--- config.mk ---
export PLATFORM = sky130hd
export DESIGN_NAME = ctrl_fsm_flat
export DESIGN_NICKNAME = d
export VERILOG_FILES = /design/src/rtl/ctrl_pkg.sv /design/src/rtl/ctrl_if.sv /design/src/rtl/ctrl_decode.sv /design/src/rtl/ctrl_fsm.sv /design/src/flat_wrapper.sv
export SDC_FILE = /design/constraint.sdc
export NUM_CORES = 1
export LEC_CHECK = 0
export ABC_AREA = 1
export CAP_MARGIN = 20
export CORE_AREA = 2 2 70 65
export DETAILED_ROUTE_END_ITERATION = 8
export DIE_AREA = 0 0 72 67
export GPL_ROUTABILITY_DRIVEN = 1
export GPL_TIMING_DRIVEN = 0
export PLACE_DENSITY = 0.73
export SLEW_MARGIN = 20
export SYNTH_ARGS = -nofsm -noshare
export SYNTH_HDL_FRONTEND = slang
export SYNTH_SLANG_ARGS = --single-unit
--- constraint.sdc ---
create_clock -name clk -period 1.5 [get_ports clk]
set_clock_uncertainty 0.15 [all_clocks]
set_input_delay 0.45 -clock clk [delete_from_list [all_inputs] [get_ports clk]]
set_output_delay 0.45 -clock clk [all_outputs]
set_load 0.01 [all_outputs]
--- src/rtl/ctrl_pkg.sv ---
// Shared types and encodings for the RV32 multi-cycle controller: FSM states,
// instruction classes, opcode/funct3 constants, ALU and immediate-format codes.
package ctrl_pkg;

    typedef enum logic [2:0] {
        ST_FETCH  = 3'd0,
        ST_DECODE = 3'd1,
        ST_EXEC   = 3'd2,
        ST_MEM    = 3'd3,
        ST_WB     = 3'd4,
        ST_TRAP   = 3'd5
    } state_t;

    typedef enum logic [2:0] {
        CLS_NONE   = 3'd0,
        CLS_ALU_R  = 3'd1,
        CLS_ALU_I  = 3'd2,
        CLS_LOAD   = 3'd3,
        CLS_STORE  = 3'd4,
        CLS_BRANCH = 3'd5
    } instr_class_t;

    localparam logic [6:0] OP_R      = 7'h33;
    localparam logic [6:0] OP_I      = 7'h13;
    localparam logic [6:0] OP_LOAD   = 7'h03;
    localparam logic [6:0] OP_STORE  = 7'h23;
    localparam logic [6:0] OP_BRANCH = 7'h63;

    localparam logic [6:0] F7_BASE = 7'h00;
    localparam logic [6:0] F7_ALT  = 7'h20;

    localparam logic [2:0] F3_ADD  = 3'd0;
    localparam logic [2:0] F3_SLL  = 3'd1;
    localparam logic [2:0] F3_SLT  = 3'd2;
    localparam logic [2:0] F3_SLTU = 3'd3;
    localparam logic [2:0] F3_XOR  = 3'd4;
    localparam logic [2:0] F3_SR   = 3'd5;
    localparam logic [2:0] F3_OR   = 3'd6;
    localparam logic [2:0] F3_AND  = 3'd7;
    localparam logic [2:0] F3_LW   = 3'd2;
    localparam logic [2:0] F3_SW   = 3'd2;
    localparam logic [2:0] F3_BEQ  = 3'd0;
    localparam logic [2:0] F3_BNE  = 3'd1;
    localparam logic [2:0] F3_BLT  = 3'd4;
    localparam logic [2:0] F3_BGE  = 3'd5;

    localparam logic [3:0] ALU_ADD  = 4'd0;
    localparam logic [3:0] ALU_SUB  = 4'd1;
    localparam logic [3:0] ALU_AND  = 4'd2;
    localparam logic [3:0] ALU_OR   = 4'd3;
    localparam logic [3:0] ALU_XOR  = 4'd4;
    localparam logic [3:0] ALU_SLL  = 4'd5;
    localparam logic [3:0] ALU_SRL  = 4'd6;
    localparam logic [3:0] ALU_SRA  = 4'd7;
    localparam logic [3:0] ALU_SLT  = 4'd8;
    localparam logic [3:0] ALU_SLTU = 4'd9;

    localparam logic [1:0] IMM_I = 2'b00;
    localparam logic [1:0] IMM_S = 2'b01;
    localparam logic [1:0] IMM_B = 2'b10;

    localparam int STAT_Z = 0;
    localparam int STAT_N = 1;
    localparam int STAT_C = 2;
    localparam int STAT_V = 3;

    typedef struct packed {
        instr_class_t cls;
        logic [3:0]   aluop;
        logic         alusrc;
        logic [1:0]   immgen;
        logic         illegal;
    } decode_t;

    // alt selects SUB (funct3 0) or SRA (funct3 5) when the instruction allows it
    function automatic logic [3:0] alu_from_f3(input logic [2:0] f3, input logic alt);
        logic [3:0] op;
        case (f3)
            F3_ADD:  op = alt ? ALU_SUB : ALU_ADD;
            F3_SLL:  op = ALU_SLL;
            F3_SLT:  op = ALU_SLT;
            F3_SLTU: op = ALU_SLTU;
            F3_XOR:  op = ALU_XOR;
            F3_SR:   op = alt ? ALU_SRA : ALU_SRL;
            F3_OR:   op = ALU_OR;
            default: op = ALU_AND;
        endcase
        return op;
    endfunction

    function automatic logic branch_taken(input logic [2:0] f3, input logic z,
                                          input logic n, input logic v);
        logic t;
        case (f3)
            F3_BEQ:  t = z;
            F3_BNE:  t = !z;
            F3_BLT:  t = n ^ v;
            F3_BGE:  t = !(n ^ v);
            default: t = 1'b0;
        endcase
        return t;
    endfunction

endpackage

--- src/rtl/ctrl_if.sv ---
// Control bus between the RV32 datapath and its controller; master is the
// controller, slave is the datapath.
interface ctrl_if;

    logic [31:0] instr;
    logic [3:0]  status;
    logic        run;
    logic        pc_en;
    logic        pcsrc;
    logic        alusrc;
    logic [3:0]  aluop;
    logic        mrw;
    logic        wb;
    logic        regrw;
    logic [1:0]  immgen_ctrl;
    logic        halt;

    modport master (
        input  instr, status, run,
        output pc_en, pcsrc, alusrc, aluop, mrw, wb, regrw, immgen_ctrl, halt
    );

    modport slave (
        output instr, status, run,
        input  pc_en, pcsrc, alusrc, aluop, mrw, wb, regrw, immgen_ctrl, halt
    );

endinterface

--- src/rtl/ctrl_decode.sv ---
// Combinational instruction decoder: classifies the latched instruction and
// derives its ALU op, operand source, immediate format and legality.
module ctrl_decode
    import ctrl_pkg::*;
(
    input  logic [6:0] opcode,
    input  logic [2:0] funct3,
    input  logic [6:0] funct7,
    output decode_t    dec
);

    always_comb begin
        dec.cls     = CLS_NONE;
        dec.aluop   = ALU_ADD;
        dec.alusrc  = 1'b0;
        dec.immgen  = IMM_I;
        dec.illegal = 1'b1;
        case (opcode)
            OP_R: begin
                dec.cls     = CLS_ALU_R;
                dec.aluop   = alu_from_f3(funct3, funct7[5]);
                dec.illegal = !((funct7 == F7_BASE) ||
                                ((funct7 == F7_ALT) && ((funct3 == F3_ADD) || (funct3 == F3_SR))));
            end
            // Only the shift-right immediate uses funct7; ADDI never becomes SUB
            OP_I: begin
                dec.cls     = CLS_ALU_I;
                dec.alusrc  = 1'b1;
                dec.aluop   = alu_from_f3(funct3, (funct3 == F3_SR) && funct7[5]);
                dec.illegal = ((funct3 == F3_SLL) && (funct7 != F7_BASE)) ||
                              ((funct3 == F3_SR) && (funct7 != F7_BASE) && (funct7 != F7_ALT));
            end
            OP_LOAD: begin
                dec.cls     = CLS_LOAD;
                dec.alusrc  = 1'b1;
                dec.immgen  = IMM_I;
                dec.illegal = (funct3 != F3_LW);
            end
            OP_STORE: begin
                dec.cls     = CLS_STORE;
                dec.alusrc  = 1'b1;
                dec.immgen  = IMM_S;
                dec.illegal = (funct3 != F3_SW);
            end
            OP_BRANCH: begin
                dec.cls     = CLS_BRANCH;
                dec.aluop   = ALU_SUB;
                dec.immgen  = IMM_B;
                dec.illegal = !((funct3 == F3_BEQ) || (funct3 == F3_BNE) ||
                                (funct3 == F3_BLT) || (funct3 == F3_BGE));
            end
            default: ;
        endcase
    end

endmodule

--- src/rtl/ctrl_fsm.sv ---
// Multi-cycle RV32 main control FSM (FETCH/DECODE/EXEC/MEM/WB/TRAP).
// Define CTRL_PERF_EN to add the cycle_cnt/instret_cnt performance counters.
module ctrl_fsm
    import ctrl_pkg::*;
(
    input  logic      clk,
    input  logic      reset,
`ifdef CTRL_PERF_EN
    output logic [31:0] cycle_cnt,
    output logic [31:0] instret_cnt,
`endif
    ctrl_if.master    bus
);

    state_t      state;
    logic [31:0] ir;
    decode_t     dec;

    logic       pc_en_q;
    logic       alusrc_q;
    logic [3:0] aluop_q;
    logic       mrw_q;
    logic       wb_q;
    logic       regrw_q;
    logic [1:0] immgen_q;
    logic       halt_q;

    logic unused_fields;
    assign unused_fields = ^{ir[24:15], ir[11:7], bus.status[STAT_C]};

    ctrl_decode u_decode (
        .opcode (ir[6:0]),
        .funct3 (ir[14:12]),
        .funct7 (ir[31:25]),
        .dec    (dec)
    );

    // Strobes default low every cycle so each is a single-state pulse; the
    // datapath controls latched at EXEC entry persist until the return to FETCH.
    always_ff @(posedge clk or negedge reset) begin
        if (!reset) begin
            state    <= ST_FETCH;
            ir       <= '0;
            pc_en_q  <= 1'b0;
            alusrc_q <= 1'b0;
            aluop_q  <= ALU_ADD;
            mrw_q    <= 1'b0;
            wb_q     <= 1'b0;
            regrw_q  <= 1'b0;
            immgen_q <= IMM_I;
            halt_q   <= 1'b0;
        end else begin
            pc_en_q <= 1'b0;
            mrw_q   <= 1'b0;
            wb_q    <= 1'b0;
            regrw_q <= 1'b0;
            case (state)
                ST_FETCH: begin
                    if (bus.run) begin
                        state <= ST_DECODE;
                        ir    <= bus.instr;
                    end
                end
                ST_DECODE: begin
                    if (dec.illegal) begin
                        state  <= ST_TRAP;
                        halt_q <= 1'b1;
                    end else begin
                        state    <= ST_EXEC;
                        aluop_q  <= dec.aluop;
                        alusrc_q <= dec.alusrc;
                        immgen_q <= dec.immgen;
                        pc_en_q  <= (dec.cls == CLS_BRANCH);
                    end
                end
                ST_EXEC: begin
                    case (dec.cls)
                        CLS_LOAD: state <= ST_MEM;
                        CLS_STORE: begin
                            state   <= ST_MEM;
                            mrw_q   <= 1'b1;
                            pc_en_q <= 1'b1;
                        end
                        CLS_BRANCH: begin
                            state    <= ST_FETCH;
                            aluop_q  <= ALU_ADD;
                            alusrc_q <= 1'b0;
                            immgen_q <= IMM_I;
                        end
                        default: begin
                            state   <= ST_WB;
                            regrw_q <= 1'b1;
                            wb_q    <= 1'b1;
                            pc_en_q <= 1'b1;
                        end
                    endcase
                end
                ST_MEM: begin
                    if (dec.cls == CLS_LOAD) begin
                        state   <= ST_WB;
                        regrw_q <= 1'b1;
                        pc_en_q <= 1'b1;
                    end else begin
                        state    <= ST_FETCH;
                        aluop_q  <= ALU_ADD;
                        alusrc_q <= 1'b0;
                        immgen_q <= IMM_I;
                    end
                end
                ST_WB: begin
                    state    <= ST_FETCH;
                    aluop_q  <= ALU_ADD;
                    alusrc_q <= 1'b0;
                    immgen_q <= IMM_I;
                end
                ST_TRAP: state <= ST_TRAP;
                default: state <= ST_FETCH;
            endcase
        end
    end

    // Flags are only valid during the branch EXEC cycle, so pcsrc is resolved live there
    assign bus.pcsrc = (state == ST_EXEC) && (dec.cls == CLS_BRANCH) &&
                       branch_taken(ir[14:12], bus.status[STAT_Z],
                                    bus.status[STAT_N], bus.status[STAT_V]);

    assign bus.pc_en       = pc_en_q;
    assign bus.alusrc      = alusrc_q;
    assign bus.aluop       = aluop_q;
    assign bus.mrw         = mrw_q;
    assign bus.wb          = wb_q;
    assign bus.regrw       = regrw_q;
    assign bus.immgen_ctrl = immgen_q;
    assign bus.halt        = halt_q;

`ifdef CTRL_PERF_EN
    always_ff @(posedge clk or negedge reset) begin
        if (!reset) begin
            cycle_cnt   <= '0;
            instret_cnt <= '0;
        end else begin
            if (state != ST_TRAP) cycle_cnt <= cycle_cnt + 32'd1;
            if (pc_en_q)          instret_cnt <= instret_cnt + 32'd1;
        end
    end
`endif

endmodule

--- src/flat_wrapper.sv ---
// flat-port wrapper written by rule: the top's interface ports become plain ports
module ctrl_fsm_flat import ctrl_pkg::*;
  (clk, reset, bus_instr, bus_status, bus_run, bus_pc_en, bus_pcsrc, bus_alusrc, bus_aluop, bus_mrw, bus_wb, bus_regrw, bus_immgen_ctrl, bus_halt);
  ctrl_if bus_i ();
  input  logic clk;
  input  logic reset;
  input wire logic [$bits(bus_i.instr)-1:0] bus_instr;
  input wire logic [$bits(bus_i.status)-1:0] bus_status;
  input wire logic [$bits(bus_i.run)-1:0] bus_run;
  output wire logic [$bits(bus_i.pc_en)-1:0] bus_pc_en;
  output wire logic [$bits(bus_i.pcsrc)-1:0] bus_pcsrc;
  output wire logic [$bits(bus_i.alusrc)-1:0] bus_alusrc;
  output wire logic [$bits(bus_i.aluop)-1:0] bus_aluop;
  output wire logic [$bits(bus_i.mrw)-1:0] bus_mrw;
  output wire logic [$bits(bus_i.wb)-1:0] bus_wb;
  output wire logic [$bits(bus_i.regrw)-1:0] bus_regrw;
  output wire logic [$bits(bus_i.immgen_ctrl)-1:0] bus_immgen_ctrl;
  output wire logic [$bits(bus_i.halt)-1:0] bus_halt;
  assign bus_i.instr = bus_instr;
  assign bus_i.status = bus_status;
  assign bus_i.run = bus_run;
  assign bus_pc_en = bus_i.pc_en;
  assign bus_pcsrc = bus_i.pcsrc;
  assign bus_alusrc = bus_i.alusrc;
  assign bus_aluop = bus_i.aluop;
  assign bus_mrw = bus_i.mrw;
  assign bus_wb = bus_i.wb;
  assign bus_regrw = bus_i.regrw;
  assign bus_immgen_ctrl = bus_i.immgen_ctrl;
  assign bus_halt = bus_i.halt;
  ctrl_fsm u_core (.clk(clk), .reset(reset), .bus(bus_i));
endmodule
==> impl_results.md, run 1 <==
* Status: complete, but fails checks
* Failing checks: setup timing
* Final setup margin at -0.590 ns
* Post-synth top area cell: dfrtp_1
* Total GRT Usage at 17.4%
* Tmin final at 2.09 ns
* Tightest Hold Check Type: input pin to asynchronous set/reset pin
* Gate power share at a little under half
* Post-layout total power at 3810 uW
* Yosys top cell area share at 48.9%
* Mapped cell area at approximately 1600 um^2
* Area contributors post-synth: dfrtp_1, nand2_1, nor2_1, nand3_1, inv_1
* Most instantiated cells after synthesis: nand2_1, dfrtp_1, nor2_1
* DRT antenna net count at 0
* Count leader, synth: nand2_1
* Data required time of the worst path at roughly 0.9 ns
* Pin count of the biggest net entering global routing at 33
* Setup-failing EPs final at 30
* Switching part of the total at 39.6%
* Levels on crit path at 6
* Pwr/cell area at approximately 1500 nW/um^2
* Period utilization at 139%
* Initial antenna violation count at 0
* Clock latency on the worst-skew pair at 0.29 ns
* Nets at 303
* Die height at between 60 and 70 um
* Max cap viols at 0
* Slew @ Worst Pin at 0.695 ns
* NetSw at ~1500 uW
* Final GP Congestion at slightly above 0.8
* CTS H-tree depth at 2
* Critical path buffers and inverters at 4
* Slew HR at roughly 54%
* IO Count at 52
* CTS sink cnt at 32
* Fmax at 479 MHz
* Power Internal at approximately 2300 uW
* WP data arrival at 1.49 ns
* DR DRC count at 0
* Worst r2r path cells at 11
* Clk pwr share at 17.7%
* RSZ-0062 raised after global routing: yes
* WL/cell at about 13 um
* Number of diodes at 0
* Core Region at 4050 um^2
* CTS tree: done
* Async set-reset flop share out of synthesis at 100%
* Netlist cell types at 28
* Sequential share of the synthesized area at 48.9%
* Post-Synthesis Cells at roughly 190
* Hold WS at between 0.05 and 0.06 ns
* Final HPWL DP at around 2.5 mm
* Mapped Avg Cell Area at 8.44 um^2
* Placed Cells at ~280
* Port bufs at 35
* Leakage at 0.00125 uW
* Clk buf depth at 2
* Crit path max-delay family: buffers and inverters
* CP endpoint kind: primary output
* Post-synth EDFFs at 0
* Crit path launch type: register
* Main flop type after synthesis: dfrtp_1
* Row count at 22
* Vias at 1546
* Post-Syn Nets at 233
* Die ar. at 4820 um^2
* Synthesis warning total at 0
* Worst-path clk slew at roughly 0.060 ns
* Final hold violations at 0
* CTS Buf Count at 5
* Post-CTS Hold Buffers at 0
* Peak supply drop at 0.804 mV
* Area growth syn-to-layout at 58.5%
* First-pass GRT wire length at between 6 and 7 mm
* Fin. max-slew vios at 0
* Drt first pass iters at 4
* Iteration-0 DRC Markers at 54
* Reg power frac at 36.8%
* Crit-path slowest cell: dfrtp_1
* Initial Utilization at 40.4%
* Via density at 4.94
* CP peak stage delay at 0.44 ns
* Worst-path maximum fanout at 3
* Grt ovf at 0
* Vias in the first global route at 1460
* Clock Root Buffer: clkbuf_8
* Routed WL at around 4.1 mm
* Final non-filler cell total at 313
* Cells along the critical path: inv_2 -> buf_4 -> buf_6 -> nand3_4 -> nor3_4 -> buf_2
* Share of cells above drive strength 1 at between 40% and 50%
* CP Class: register to primary output
* Flops & latches, synth at 32
* Die span in x at 72 um
[path summary, 6_finish.rpt]
check	start	end	slack [ns]
max in group asynchronous	reset	u_core.state[1]$_DFFE_PN0P_	0.66
max reg2reg	u_core.ir[13]$_DFFE_PN0P_	u_core.bus.aluop[0]$_DFFE_PN0P_	-0.29
min	reset	u_core.bus.alusrc$_DFFE_PN0P_	0.06
min in group clk	u_core.bus.halt$_DFFE_PN0P_	u_core.bus.halt$_DFFE_PN0P_	0.31
max	u_core.ir[13]$_DFFE_PN0P_	bus_pcsrc	-0.59
min reg2reg	u_core.bus.halt$_DFFE_PN0P_	u_core.bus.halt$_DFFE_PN0P_	0.31
[sequential cells by signal, indices dropped and copies added, names as in the netlist, 2 cells and up]
name	cells
u_core.ir	17
u_core.bus.aluop	4
u_core.state	3
u_core.bus.immgen_ctrl	2
[timing repair]
| item | in CTS | in global routing |
|---|---|---|
| pin swaps | 13 | 14 |
| setup buffers | 16 | 12 |
| setup endpoints to repair | 38 | 37 |
| resized for setup | 72 | 44 |
| cloned | 1 | 0 |
[power by group through the flow]
stage	clock network, uW	registers [uW]	logic [uW]
after global routing	737	1430	1880
after CTS	688	1350	1460
final	676	1400	1740
after global placement	0	1350	1070
after detailed placement	0	1360	1090
after floorplan	0	1300	852
[layer usage]
metal	share of wire, %	GRT usage (%)
met1	41	20.5
met2	51	30.8
met3	5.2	4.08
met4	1.9	6.37
met5	0	0
[cells in the final DEF (no fill, tap or decap), drive strengths merged, types with 2 or more instances in the layout]
master / Yosys / layout
nand4: 2 / 2
nand3: 17 / 17
nor3: 8 / 8
inv: 23 / 23
dlygate4sd2: 0 / 3
clkdlybuf4s50: 0 / 18
buf: 2 / 34
dfrtp: 32 / 32
clkinv: 1 / 3
clkbuf: 0 / 9
a21oi: 12 / 12
mux2: 9 / 9
nor2: 35 / 35
clkdlybuf4s15: 0 / 6
nand2: 46 / 47
[layout make-up]
type	instances	area, um^2
tap	48	60.1
fill	343	1450
clock inverter	2	10.0
inverter	24	93.8
multi-input combinational	137	972
clock buffer	6	82.6
timing repair buffer	62	542
buffer	2	26.3
sequential	32	807
[cells by family after synthesis]
logic type             after synthesis  share of synthesized area, %
AO/OA/AOI/OAI                       17                          5.81
XOR/XNOR                             1                         0.535
buffers and inverters               26                          6.12
flip-flops                          32                          48.9
multiplexers                         9                          6.19
AND/OR/NAND/NOR                    109                          32.4
[metrics by stage]
step	area, um^2	setup TNS, ns	utilization [%]	setup slack (ns)
finish	2590	-5.09	64.1	-0.590
global route	2590	-7.17	64.1	-0.639
CTS	2390	-2.61	59.0	-0.605
detailed placement	2060	-8.05	50.9	-1.13
global placement	2070	-31.72	51.1	-1.14
floorplan	1660	-0.303	-	-0.103
Note: power is estimated with default switching activity, not from simulation.
==> run 2, diff against run 1 <==
--- a/config.mk
+++ b/config.mk
@@ -5,7 +5,6 @@
 export SDC_FILE = /design/constraint.sdc
 export NUM_CORES = 1
 export LEC_CHECK = 0
-export ABC_AREA = 1
 export CAP_MARGIN = 20
 export CORE_AREA = 2 2 70 65
 export DETAILED_ROUTE_END_ITERATION = 8
@@ -17,3 +16,4 @@
 export SYNTH_ARGS = -nofsm -noshare
 export SYNTH_HDL_FRONTEND = slang
 export SYNTH_SLANG_ARGS = --single-unit
+export TNS_END_PERCENT = 10
==> run 2 against run 1 <==
The flow still finishes with violations (setup timing). Fmax down 4.4%. Flip-flop and latch count unchanged. Highest routed layer unchanged. Synthesized cell count down 27%. Critical path type unchanged. Die area unchanged.
==> impl_results.md, run 2 <==
* Final setup margin at -0.687 ns (-0.0972 ns)
* Tightest Hold Check Type: input pin to asynchronous set/reset pin
* Worst r2r path cells at 8 (-3)
* Most common cell after layout, fill and taps aside: dfrtp_1
* CP endpoint kind: primary output
* Routed WL at 3.47 mm (-15%)
* Worst-path maximum fanout at 2 (-1)
* DRT antenna net count at 0 (unchanged)
* Flops & latches, synth at 32 (unchanged)
* First-pass GRT wire length at 5.65 mm (-11%)
* Total GRT Usage at 16.0% (-1.4 points)
* Leakage at 0.00104 uW (-17%)
* Top reg by flops: u_core.ir
* CTS tree: done
* Drt first pass iters at 4 (unchanged)
* Post-Synthesis Cells at 141 (-27%)
* Final HPWL DP at 2.42 mm (-3.1%)
* Slew HR at 55.5% (+1.9 points)
* Vias at 1248 (-19%)
* CTS Buf Count at 5 (unchanged)
* Share of cells above drive strength 1 at 39.5% (-3.9 points)
* Cells along the critical path: and4bb_2 -> and4b_2 -> nor4b_4 -> buf_2
* Pin count of the biggest net entering global routing at 33 (unchanged)
* Critical path buffers and inverters at 1 (-3)
* Period utilization at 146% (+6.5 points)
* Post-CTS Hold Buffers at 0 (unchanged)
* RSZ-0062 raised after global routing: yes
* Final hold violations at 0 (unchanged)
* Data required time of the worst path at 0.90 ns (about the same)
* Post-synth top area cell: dfrtp_1
* Worst reg2reg path startpoint: u_core.ir[1]$_DFFE_PN0P_
* Mapped cell area at 1670 um^2 (+1.8%)
* Placed Cells at 224 (-19%)
* Slew @ Worst Pin at 0.667 ns (-0.0278 ns)
* Area growth syn-to-layout at 39.3%
* Die ar. at 4820 um^2 (unchanged)
* Fin. max-slew vios at 0 (unchanged)
* Area contributors post-synth: dfrtp_1, mux2_1, mux2_2, mux2_4, a21oi_1
* Port bufs at 35 (unchanged)
* Yosys top cell area share at 48.1% (-0.85 points)
* Iteration-0 DRC Markers at 54 (unchanged)
* Async set-reset flop share out of synthesis at 100% (unchanged)
* Number of diodes at 0 (unchanged)
* IO Count at 52 (unchanged)
* Pre-CTS setup slack at -1.25 ns (-0.117 ns)
* TNS Setup at -12.29 ns (-7.20 ns)
* Clock latency on the worst-skew pair at 0.29 ns (about the same)
* Initial antenna violation count at 0 (unchanged)
* Tmin final at 2.19 ns (+0.0972 ns)
* Final non-filler cell total at 243 (-22%)
* CP Class: register to primary output
* WP data arrival at 1.59 ns (+0.10 ns)
* R2r setup slk at -0.64 ns (-0.35 ns)
* Main flop type after synthesis: dfrtp_1
* Vias in the first global route at 1217 (-17%)
* CTS H-tree depth at 2 (unchanged)
* Die height at 67 um (unchanged)
* Nets at 233 (-23%)
* Final GP Congestion at 0.867 (+4.7%)
* Status: complete, but fails checks
* Worst-path clk slew at 0.06 ns (about the same)
* Crit path max-delay family: simple AND/OR/NAND/NOR gates
* Synthesis warning total at 0 (unchanged)
* Layout fillers at 328 (-4.4%)
* WL/cell at 14.3 um (+9.0%)
* Crit path launch type: register
* Post-synth EDFFs at 0 (unchanged)
* Max cap viols at 0 (unchanged)
* Crit-path slowest cell: dfrtp_1
* Clk buf depth at 2 (unchanged)
* Mapped Avg Cell Area at 11.8 um^2 (+40%)
* Util after Layout at 57.3% (-6.8 points)
* R2R Path End: u_core.bus.immgen_ctrl[0]$_DFFE_PN0P_
* Via density at 5.14 (+4.0%)
* Max FFs per register at 17 (unchanged)
* CP peak stage delay at 0.38 ns (-0.06 ns)
* Clock Root Buffer: clkbuf_8
* Post-Syn Nets at 180 (-23%)
* Failing checks: setup timing
* Fmax at 457 MHz (-4.4%)
* Die span in x at 72 um (unchanged)
* Row count at 22 (unchanged)
* Initial Utilization at 41.2% (+0.71 points)
* DR DRC count at 0 (unchanged)
* Core Region at 4050 um^2 (unchanged)
* Pwr/cell area at 830 nW/um^2 (-44%)
* Most instantiated cells after synthesis: dfrtp_1, nor2_1, a21oi_1
* Commonest non-fill, non-tap cells in the layout: dfrtp_1, clkdlybuf4s50_1, buf_4, mux2_4, nor2_1
* Grt ovf at 0 (unchanged)
* Hold WS at 0.0415 ns (-0.0159 ns)
* Sequential share of the synthesized area at 48.1% (-0.85 points)
* Setup-failing EPs final at 33 (+10%)
* Critical path origin: u_core.ir[3]$_DFFE_PN0P_
* Peak supply drop at 0.489 mV (-39%)
* Count leader, synth: dfrtp_1
* CTS sink cnt at 32 (unchanged)
* Netlist cell types at 41 (+46%)
## run 2: changes by cell type after synthesis, sizes merged, moves of 5 or more
cell | previous run | this run
nor4b | 0 | 5
nand2 | 46 | 8
mux2 | 9 | 22
nor2 | 35 | 11
nor3 | 8 | 3
o21ai | 1 | 6
nand3 | 17 | 2
nor2b | 0 | 6
inv | 23 | 3
## run 2: power by group
group | leakage (uW) | internal [uW] | switching [uW] | total (uW)
Combinational | 0.000588 | 179 | 137 | 315
Sequential | 0.000412 | 895 | 27.0 | 922
Clock | 0.0000445 | 372 | 315 | 688
## run 2: per-stage QoR
stage / cell area [um^2] / power, uW
floorplan: 1680 / 1080
global route: 2320 / 2020
finish: 2320 / 1930
CTS: 2260 / 1910
detailed placement: 2080 / 1200
global placement: 2090 / 1190
## run 2: cells by family (layout without fill, tap and decap cells)
group                  count (synthesis)  after routing  synth area share [%]
XOR/XNOR                               3              3                  1.58
multiplexers                          24             24                  17.4
AND/OR/NAND/NOR                       46             46                  18.4
AO/OA/AOI/OAI                         24             24                  10.8
buffers and inverters                 12             66                  3.68
flip-flops                            32             32                  48.1
## run 2: how the worst max path moves through the flow
stage / slack (ns) / endpoint / depth (start not counted)
after floorplan: -0.48 / u_core.bus.aluop[0]$_DFFE_PN0P_ / 6
after global placement: -1.23 / bus_pcsrc / 6
after detailed placement: -1.25 / bus_pcsrc / 6
after CTS: -0.73 / bus_pcsrc / 5
after global routing: -0.77 / bus_pcsrc / 4
final: -0.69 / bus_pcsrc / 4
## run 2: cell type report
class                      count  area, um^2  area share [%]
multi-input combinational     97         887            38.2
sequential                    32         801            34.5
timing repair buffer          47         397            17.1
clock buffer                   7        86.3            3.72
buffer                         8        70.1            3.02
tap                           48        60.1            2.59
inverter                       3        11.3           0.485
clock inverter                 1        7.51           0.324
## run 2: repair_timing
item,CTS,global route
gates cloned,0,0
buffers inserted,6,6
resized for setup,61,21
endpoints found under the setup margin,45,37
pin swaps,8,5
## run 2: layer usage
layer	global-route usage, %	up-vias	wire [um]
li1	-	616	-
met1	18.2	585	1520
met2	27.1	38	1650
met3	6.20	9	232
met4	6.13	0	62
met5	0	-	0
